### src/rtl/mem_stage_if.sv
// Data-memory bus between the memory stage (master) and data memory (slave).
interface mem_stage_if;
    logic        mem_req;
    logic        mem_we;
    logic [31:0] mem_addr;
    logic [31:0] mem_wdata;
    logic [3:0]  mem_be;
    logic [31:0] mem_rdata;
    logic        mem_ack;

    modport master (
        output mem_req, mem_we, mem_addr, mem_wdata, mem_be,
        input  mem_rdata, mem_ack
    );

    modport slave (
        input  mem_req, mem_we, mem_addr, mem_wdata, mem_be,
        output mem_rdata, mem_ack
    );
endinterface

### src/rtl/mem_stage.sv
// Memory-access stage: req/ack transaction with data memory, upstream stall,
// byte/word formatting, fault flags and the MEM/WB pipeline register.
//
// state | meaning
// IDLE  | no access in flight; non-memory and misaligned ops pass straight to WB
// BUSY  | mem_req held high, waiting for mem_ack or timeout
// DONE  | access finished; MEM/WB loads this edge, upstream released
module mem_stage #(
    parameter int TIMEOUT = 16
) (
    input  logic        clk,
    input  logic        rst_n,
    input  logic [31:0] aluout,
    input  logic [31:0] WriteDataM,
    input  logic [4:0]  writereg,
    input  logic [31:0] pcEM,
    input  logic        MemReadM,
    input  logic        MemWriteM,
    input  logic        ByteM,
    input  logic        RegWriteM,
    input  logic        MemtoRegM,
    mem_stage_if.master mem,
    output logic        stall_mem,
    output logic [31:0] ReadDataW,
    output logic [31:0] aluoutW,
    output logic [4:0]  writeregW,
    output logic        RegWriteW,
    output logic        MemtoRegW,
    output logic [31:0] pcMW,
    output logic        align_err,
    output logic        bus_err
);

    typedef enum logic [1:0] {IDLE = 2'd0, BUSY = 2'd1, DONE = 2'd2} state_t;

    localparam logic [7:0] CNT_LAST = 8'(TIMEOUT - 1);

    state_t      state, state_nxt;
    logic        acc, mis, start, timeout, wb_load;
    logic [7:0]  cnt;
    logic [31:0] rdata_q;
    logic        fault_q;
    logic [7:0]  byte_sel;
    logic [31:0] load_val;

    assign acc     = MemReadM | MemWriteM;
    assign mis     = acc & ~ByteM & (aluout[1:0] != 2'b00);
    assign start   = acc & ~mis;
    // Ack wins over a simultaneous timeout.
    assign timeout = (state == BUSY) & ~mem.mem_ack & (cnt == CNT_LAST);

    // State register
    always_ff @(posedge clk or negedge rst_n) begin
        if (!rst_n) state <= IDLE;
        else        state <= state_nxt;
    end

    // Next-state logic
    always_comb begin
        state_nxt = state;
        case (state)
            IDLE:    if (start) state_nxt = BUSY;
            BUSY:    if (mem.mem_ack || timeout) state_nxt = DONE;
            DONE:    state_nxt = IDLE;
            default: state_nxt = IDLE;
        endcase
    end

    // Stall and MEM/WB load enable; stall is forced low while reset is asserted
    always_comb begin
        stall_mem = 1'b0;
        wb_load   = 1'b0;
        case (state)
            IDLE: begin
                stall_mem = start;
                wb_load   = ~start;
            end
            BUSY:    stall_mem = 1'b1;
            DONE:    wb_load   = 1'b1;
            default: wb_load   = 1'b0;
        endcase
        if (!rst_n) stall_mem = 1'b0;
    end

    // BUSY-cycle counter for the ack timeout
    always_ff @(posedge clk or negedge rst_n) begin
        if (!rst_n) begin
            cnt <= 8'd0;
        end else if (state == BUSY && !mem.mem_ack && !timeout) begin
            cnt <= cnt + 8'd1;
        end else begin
            cnt <= 8'd0;
        end
    end

    // Bus request and transaction fields, latched on BUSY entry and held
    always_ff @(posedge clk or negedge rst_n) begin
        if (!rst_n) begin
            mem.mem_req   <= 1'b0;
            mem.mem_we    <= 1'b0;
            mem.mem_addr  <= 32'd0;
            mem.mem_wdata <= 32'd0;
            mem.mem_be    <= 4'd0;
        end else begin
            mem.mem_req <= (state_nxt == BUSY);
            if (state == IDLE && start) begin
                mem.mem_we    <= MemWriteM;
                mem.mem_addr  <= {aluout[31:2], 2'b00};
                mem.mem_be    <= ByteM ? (4'b0001 << aluout[1:0]) : 4'b1111;
                mem.mem_wdata <= ByteM ? {4{WriteDataM[7:0]}} : WriteDataM;
            end
        end
    end

    // Read-data capture on ack; fault marker on timeout
    always_ff @(posedge clk or negedge rst_n) begin
        if (!rst_n) begin
            rdata_q <= 32'd0;
            fault_q <= 1'b0;
        end else if (state == BUSY) begin
            if (mem.mem_ack) begin
                rdata_q <= mem.mem_rdata;
                fault_q <= 1'b0;
            end else if (timeout) begin
                fault_q <= 1'b1;
            end
        end
    end

    // Byte lane select for byte loads (EX/MEM is frozen, so aluout still names the lane)
    always_comb begin
        case (aluout[1:0])
            2'd0:    byte_sel = rdata_q[7:0];
            2'd1:    byte_sel = rdata_q[15:8];
            2'd2:    byte_sel = rdata_q[23:16];
            default: byte_sel = rdata_q[31:24];
        endcase
        load_val = ByteM ? {{24{byte_sel[7]}}, byte_sel} : rdata_q;
    end

    // MEM/WB pipeline register; holds while the stage stalls
    always_ff @(posedge clk or negedge rst_n) begin
        if (!rst_n) begin
            ReadDataW <= 32'd0;
            aluoutW   <= 32'd0;
            writeregW <= 5'd0;
            RegWriteW <= 1'b0;
            MemtoRegW <= 1'b0;
            pcMW      <= 32'd0;
        end else if (wb_load) begin
            aluoutW   <= aluout;
            writeregW <= writereg;
            MemtoRegW <= MemtoRegM;
            pcMW      <= pcEM;
            if (state == DONE) begin
                RegWriteW <= RegWriteM & ~fault_q;
                ReadDataW <= (MemReadM && !fault_q) ? load_val : 32'd0;
            end else begin
                RegWriteW <= RegWriteM & ~mis;
                ReadDataW <= 32'd0;
            end
        end
    end

    // Sticky fault flags, cleared only by reset
    always_ff @(posedge clk or negedge rst_n) begin
        if (!rst_n) begin
            align_err <= 1'b0;
            bus_err   <= 1'b0;
        end else begin
            if (state == IDLE && mis) align_err <= 1'b1;
            if (timeout)              bus_err   <= 1'b1;
        end
    end

endmodule

### src/flat_wrapper.sv
// flat-port wrapper written by rule: the top's interface ports become plain ports
module mem_stage_flat 
#(
    parameter int TIMEOUT = 16
)
  (clk, rst_n, aluout, WriteDataM, writereg, pcEM, MemReadM, MemWriteM, ByteM, RegWriteM, MemtoRegM, stall_mem, ReadDataW, aluoutW, writeregW, RegWriteW, MemtoRegW, pcMW, align_err, bus_err, mem_mem_req, mem_mem_we, mem_mem_addr, mem_mem_wdata, mem_mem_be, mem_mem_rdata, mem_mem_ack);
  mem_stage_if mem_i ();
  input  logic clk;
  input  logic rst_n;
  input  logic [31:0] aluout;
  input  logic [31:0] WriteDataM;
  input  logic [4:0] writereg;
  input  logic [31:0] pcEM;
  input  logic MemReadM;
  input  logic MemWriteM;
  input  logic ByteM;
  input  logic RegWriteM;
  input  logic MemtoRegM;
  output logic stall_mem;
  output logic [31:0] ReadDataW;
  output logic [31:0] aluoutW;
  output logic [4:0] writeregW;
  output logic RegWriteW;
  output logic MemtoRegW;
  output logic [31:0] pcMW;
  output logic align_err;
  output logic bus_err;
  output wire logic [$bits(mem_i.mem_req)-1:0] mem_mem_req;
  output wire logic [$bits(mem_i.mem_we)-1:0] mem_mem_we;
  output wire logic [$bits(mem_i.mem_addr)-1:0] mem_mem_addr;
  output wire logic [$bits(mem_i.mem_wdata)-1:0] mem_mem_wdata;
  output wire logic [$bits(mem_i.mem_be)-1:0] mem_mem_be;
  input wire logic [$bits(mem_i.mem_rdata)-1:0] mem_mem_rdata;
  input wire logic [$bits(mem_i.mem_ack)-1:0] mem_mem_ack;
  assign mem_mem_req = mem_i.mem_req;
  assign mem_mem_we = mem_i.mem_we;
  assign mem_mem_addr = mem_i.mem_addr;
  assign mem_mem_wdata = mem_i.mem_wdata;
  assign mem_mem_be = mem_i.mem_be;
  assign mem_i.mem_rdata = mem_mem_rdata;
  assign mem_i.mem_ack = mem_mem_ack;
  mem_stage #(.TIMEOUT(TIMEOUT)) u_core (.clk(clk), .rst_n(rst_n), .aluout(aluout), .WriteDataM(WriteDataM), .writereg(writereg), .pcEM(pcEM), .MemReadM(MemReadM), .MemWriteM(MemWriteM), .ByteM(ByteM), .RegWriteM(RegWriteM), .MemtoRegM(MemtoRegM), .mem(mem_i), .stall_mem(stall_mem), .ReadDataW(ReadDataW), .aluoutW(aluoutW), .writeregW(writeregW), .RegWriteW(RegWriteW), .MemtoRegW(MemtoRegW), .pcMW(pcMW), .align_err(align_err), .bus_err(bus_err));
endmodule
### config.mk
export PLATFORM = sky130hd
export DESIGN_NAME = mem_stage_flat
export DESIGN_NICKNAME = d
export VERILOG_FILES = /design/src/rtl/mem_stage_if.sv /design/src/rtl/mem_stage.sv /design/src/flat_wrapper.sv
export SDC_FILE = /design/constraint.sdc
export NUM_CORES = 1
export LEC_CHECK = 0
export BUFFER_PORTS_ARGS = -buffer_cell sky130_fd_sc_hd__buf_2
export CORE_UTILIZATION = 45
export DETAILED_ROUTE_END_ITERATION = 10
export PLACE_DENSITY = 0.88
export SETUP_SLACK_MARGIN = 0.5
export SYNTH_ARGS = -nofsm -noshare
export SYNTH_HDL_FRONTEND = slang
export SYNTH_SLANG_ARGS = --single-unit
### constraint.sdc
create_clock -name clk -period 1.6 [get_ports clk]
set_input_delay 0.32 -clock clk [delete_from_list [all_inputs] [get_ports clk]]
set_output_delay 0.32 -clock clk [all_outputs]
set_load 0.02 [all_outputs]
==> results_dict.tcl, run 1 <==
set metrics [dict create \
    netlist_area_um2 9100 \
    power_frac_seq_pct 32.6 \
    ir_drop_v 0.00139 \
    tritoncts "done" \
    skew_ns 0.0232 \
    leakage_nw 7.42 \
    route.detailed.drc 0 \
    swShare_pct 35.8 \
    dr_total_vias 7640 \
    io_pins 317 \
    start_util_pct 46.3 \
    grt_start_max_net_pins 89 \
    insertion_delay_ns 0.51 \
    fin_crit_ns 1.86 \
    drtIter0Drc 344 \
    gr-total-overflow 0 \
    yosysSeqAreaShare_pct 59.4 \
    synth_area_leader_cell "dfrtp_1" \
    p_int_mw 19.2 \
    clk_pin_slew_ns 0.06 \
    fmax_mhz 538 \
    status "complete, but fails checks" \
    p_sw_mw 10.7 \
    power_density_nw_per_um2 1960 \
    relSlewSlack_pct 49.2 \
    yosys-top-cells-count "dfrtp_1, mux2_2, o21ai_0, o2bb2ai_1" \
    dp_slack_ns -0.254 \
    numCtsBuffers 23 \
    violations "negative setup slack" \
    synth_top_flop_cell "dfrtp_1" \
    hp-class "in2reg" \
    grtUsageMet2_pct 47.3 \
    wl_um 33700 \
    ys_seq_elements 216 \
    finalHoldViolCount 0 \
    worst_pin_slew_ns 0.755 \
    synth_enable_flop_cells 0 \
    ys_async_sr_fraction_pct 100 \
    r2r_start "u_core.state[1]" \
    gp_congestion 0.811 \
    synth.top_cell.area_share_pct 59.4 \
    synthDistinctLibCells 44 \
    hold_path.startpoint "pcEM[16]" \
    setup_slack_ns -0.259 \
    cts_root_buffer "clkbuf_16" \
    final_nets 1252 \
    viasPerCell 5.50 \
    die_w_um 144 \
    slew_viol_final 0 \
    top_usage_layer "met2" \
    die-area_um2 20800 \
    pwr-share-comb_pct 49.4 \
    postRouteAntennaNets 0 \
    cp_data_arrival_time_ns 1.54 \
    grt_use_total_pct 26.9 \
    core_area_um2 19700 \
    grt_setup_unrepaired "true" \
    fp.dieH_um 144 \
    wire_per_inst_um 24.3 \
    synthCells 634 \
    setup_viol 153 \
    cp.required_ns 1.28 \
    ys_warn_count 0 \
    critPathMaxFanout 3 \
    antenna_found_initial 2 \
    rows 51 \
    clock-sinks 216 \
    clockBufferDepth 3 \
    startpoint_type "register" \
    use_met1_pct 31.6 \
    synth.avg_cell_area_um2 14.4 \
    drive_above_1_share_pct 67.5 \
    hpwl_um 16800 \
    htreeDepth 1 \
    met3_usage_pct 6.03 \
    grt_pass1_wl_um 41900 \
    fin_crit_sh_pct 116 \
    cp-startpoint "u_core.state[1]" \
    io_buffer_count 314 \
    grt_pass1_vias 7570 \
    crit_type "reg2out" \
    end_kind "output pin" \
    synth_most_common_cell "dfrtp_1" \
    stdcell_area_um2 15300 \
    drt-pass1-iter-count 4 \
    placed_area_um2 11400 \
    p_clk_share_pct 18.0 \
    max-cap-violations 0 \
    area_growth_pct 67.9 \
    synthTopCellsByArea "dfrtp_1, mux2_2, mux2_4" \
]
## metrics by stage
stage	util, %	std cells	total power, mW	hold slack [ns]	setup TNS (ns)
2_1_floorplan	-	635	15.1	0.0244	-9.13
3_3_place_gp	58.0	1221	18.2	0.400	-29.15
3_5_place_dp	58.0	1221	18.6	0.408	-32.96
4_1_cts	69.3	1318	25.9	0.0300	-13.70
5_1_grt	77.8	1389	31.0	0.0365	-22.56
6_report	77.8	1390	30.0	0.0351	-21.16
## worst paths after layout
kind	to	slack [ns]	depth (start not counted)
setup / recovery	stall_mem	-0.26	4
hold / removal	u_core.pcMW[16]	0.04	2
setup reg to reg	u_core.mem.mem_wdata[13]	-0.24	6
hold reg to reg	u_core.cnt[0]	0.48	1
max in group asynchronous	u_core.state[1]	0.35	3
min in group asynchronous	u_core.rdata_q[15]	0.71	3
## logic make-up (layout without fill, tap and decap cells)
| family | count (synthesis) | after routing | synth area share, % |
|---|---|---|---|
| other cells | 1 | 4 | 0.0412 |
| xor+xnor | 3 | 3 | 0.289 |
| mux | 198 | 198 | 25.4 |
| fa+ha+maj | 1 | 1 | 0.137 |
| flops | 216 | 216 | 59.4 |
| simple gates | 48 | 48 | 3.01 |
| buf+inv | 70 | 557 | 3.94 |
| compound gates | 97 | 98 | 7.81 |
## critical path, stage by stage, from the launching register on
cell and delay [ns]:
dfrtp_2 0.45, buf_6 0.14, nor3_4 0.15, o21a_2 0.17
buf_6 0.12
## per-layer routing
metal / up-vias / share of wire (%) / wire length, um
met3: 94 / 7.3 / 2470
met1: 3911 / 36 / 12300
li1: 3221 / - / -
met4: 0 / 3.7 / 1250
met2: 414 / 53 / 17700
met5: - / 0 / 0
## state kept, by name, indices dropped and copies added (netlist names)
signal	count
u_core.aluoutW	32
u_core.cnt	8
u_core.bus_err	1
u_core.mem.mem_be	4
u_core.mem.mem_req	1
u_core.RegWriteW	1
u_core.mem.mem_we	1
u_core.mem.mem_wdata	32
u_core.state	2
u_core.fault_q	1
u_core.mem.mem_addr	30
u_core.ReadDataW	32
u_core.align_err	1
u_core.MemtoRegW	1
u_core.writeregW	5
u_core.rdata_q	32
u_core.pcMW	32
## final cells by class
| cell class | count | area (um2) |
|---|---|---|
| Timing Repair Buffer | 489 | 4540 |
| Sequential cell | 216 | 5410 |
| Tap cell | 265 | 332 |
| Inverter | 30 | 113 |
| Clock inverter | 6 | 80.1 |
| Fill cell | 1017 | 4370 |
| Antenna cell | 2 | 5.00 |
| Multi-Input combinational cell | 350 | 4150 |
| Clock buffer | 32 | 659 |
## what timing repair did
action | CTS | global route
setup buffers | 43 | 66
hold endpoints to repair | 216 | 0
pin swaps | 26 | 17
gates cloned | 15 | 4
resized for setup | 160 | 280
hold buffers | 1 | 0
setup endpoints to repair | 389 | 594
## layout by cell type (no fill, tap or decap), drive strengths merged, types with 7 or more instances in the layout
master and n:
buf 484, dfrtp 216, mux2 174, clkbuf 36, o21ai 34, o2bb2ai 32
inv 30, mux2i 24, nand2 13, o21a 8, nand2b 7, nor2 7
## power groups by stage
stage	Clock (mW)	Sequential, mW	Combinational, mW
floorplan	0	11.2	3.83
detailed placement	0	9.22	9.36
finish	5.39	9.78	14.8
global placement	0	9.12	9.09
CTS	5.38	9.28	11.3
global route	5.68	9.93	15.4
(Power assumes the default switching activity.)
==> run 2: changes to the inputs <==
--- a/config.mk
+++ b/config.mk
@@ -6,9 +6,10 @@
 export NUM_CORES = 1
 export LEC_CHECK = 0
 export BUFFER_PORTS_ARGS = -buffer_cell sky130_fd_sc_hd__buf_2
-export CORE_UTILIZATION = 45
+export CORE_UTILIZATION = 47
+export CTS_BUF_LIST = sky130_fd_sc_hd__clkbuf_2 sky130_fd_sc_hd__clkbuf_4 sky130_fd_sc_hd__clkbuf_8
 export DETAILED_ROUTE_END_ITERATION = 10
-export PLACE_DENSITY = 0.88
+export PLACE_DENSITY = 0.91
 export SETUP_SLACK_MARGIN = 0.5
 export SYNTH_ARGS = -nofsm -noshare
 export SYNTH_HDL_FRONTEND = slang
==> results_dict.tcl, run 2 (synthesis gave the netlist of run 1 again) <==
set metrics [dict create \
    htreeDepth 2 \
    postRouteAntennaNets 0 \
    fin_setup_tns_ns -23.33 \
    worst_pin_slew_ns 0.677 \
    numCtsBuffers 37 \
    die-area_um2 19900 \
    stdcell_area_um2 16400 \
    critPathMaxFanout 8 \
    cp_data_arrival_time_ns 2.27 \
    drtIter0Drc 416 \
    leakage_nw 8.08 \
    fin_crit_sh_pct 116 \
    grt_use_total_pct 29.1 \
    setup_viol 170 \
    clock-sinks 216 \
    clockBufferDepth 3 \
    grt_start_max_net_pins 115 \
    drt-pass1-iter-count 5 \
    viasPerCell 5.59 \
    fmax_mhz 539 \
    io_pins 317 \
    crit_top_cell "buf_12" \
    dp_slack_ns -0.240 \
    skew_ns 0.0299 \
    status "complete, but fails checks" \
    gp_congestion 0.806 \
    dr_total_vias 8289 \
    rows 50 \
    wl_um 39400 \
    regToRegSetupSlack_ns -0.25 \
    hpwl_um 17500 \
    cp.required_ns 2.02 \
    cts_root_buffer "clkbuf_8" \
    insertion_delay_ns 0.55 \
    finalHoldViolCount 0 \
    fin_crit_ns 1.85 \
    placed_area_um2 11300 \
    fin_util_pct 87.0 \
    drive_above_1_share_pct 68.6 \
    grt_setup_unrepaired "true" \
    grt_pass1_vias 7999 \
    startpoint_type "register" \
    power_density_nw_per_um2 2000 \
    path_cells "buf_6, nor4_4, buf_4, buf_8, buf_12, buf_12, mux2_4" \
    end_kind "register" \
    max-cap-violations 0 \
    wire_per_inst_um 26.6 \
    crit_type "reg2reg" \
    antenna_found_initial 2 \
    setup_slack_ns -0.254 \
    final_common_cell "dfrtp_1" \
    final_cell_mix "dfrtp_1, buf_6, buf_4" \
    slew_viol_final 0 \
    fp.dieH_um 141 \
    tritoncts "done" \
    clk_pin_slew_ns 0.07 \
    hp-class "in2reg" \
    fillers 755 \
    violations "negative setup slack" \
    area_growth_pct 79.9 \
    core_area_um2 18800 \
    final_cells 1482 \
    ir_drop_v 0.00142 \
    grt_pass1_wl_um 44400 \
    start_util_pct 48.3 \
    final_nets 1336 \
    die_w_um 141 \
    critPathMaxStageDelay_ns 0.40 \
    route.detailed.drc 0 \
    relSlewSlack_pct 54.4 \
    placed_cells 1211 \
    cp_slowest_cell "dfrtp_1" \
    io_buffer_count 314 \
    gr-total-overflow 0 \
]
## run 2: cell count changes in the layout (fill, tap and decap cells not counted), sizes merged
cell | previous run | this run
dlygate4sd3 | 1 | 22
diode | 2 | 1
clkinvlp | 0 | 1
clkbuf | 36 | 70
bufinv | 2 | 1
clkinv | 4 | 0
buf | 484 | 531
## run 2: final cells by class
type / instances / area [um2] / share of cell area (%)
antenna: 1 / 2.50 / 0.0153
clock inverter: 2 / 37.5 / 0.229
tap: 260 / 325 / 1.99
inverter: 30 / 113 / 0.688
clock buffer: 64 / 793 / 4.84
sequential: 216 / 5410 / 33.0
timing repair buffer: 559 / 5390 / 32.9
multi-input combinational: 350 / 4310 / 26.3
## run 2: per-stage QoR
step                      total power, mW  hold WS [ns]
after global routing                 33.7       0.00597
after detailed placement             18.6         0.368
after CTS                            26.3      0.000523
after floorplan                      15.1        0.0244
after global placement               18.1         0.360
final                                32.8        0.0153
## run 2: routing by layer
layer | vias to the layer above | track usage (%) | wire, um
met5 | - | 0 | 13
met4 | 2 | 11.8 | 2350
met3 | 174 | 7.03 | 2930
met2 | 508 | 50.8 | 20300
met1 | 4204 | 34.5 | 13800
li1 | 3401 | - | -
## run 2: report_power, final
group,internal (mW),switching (mW),total [mW]
Combinational,9.96,7.16,17.1
Clock,3.27,2.44,5.70
Sequential,7.74,2.26,10.0
Total,21.0,11.9,32.8
## run 2: path summary, 6_finish.rpt
path / start / endpoint / depth (start not counted)
max in group asynchronous: rst_n / u_core.pcMW[26] / 3
worst min register to register: u_core.cnt[0] / u_core.cnt[0] / 1
min in group asynchronous: rst_n / u_core.ReadDataW[7] / 3
worst min-delay path: mem_mem_rdata[21] / u_core.rdata_q[21] / 2
worst max-delay path: u_core.state[0] / u_core.mem.mem_addr[16] / 7
worst max register to register: u_core.state[0] / u_core.mem.mem_addr[16] / 7
## run 2: critical path, delay by kind of cell (launching register included)
| kind | cells | cell delay [ns] |
|---|---|---|
| buffers and inverters | 5 | 0.68 |
| flip-flops | 1 | 0.40 |
| multiplexers | 1 | 0.33 |
| AND/OR/NAND/NOR | 1 | 0.32 |
## run 2: what timing repair did
item	CTS	global route
pin swaps	5	23
buffers inserted	31	130
cloned	14	7
hold buffers	22	0
gates resized for setup	142	447
hold endpoints to repair	237	0
endpoints found under the setup margin	389	504
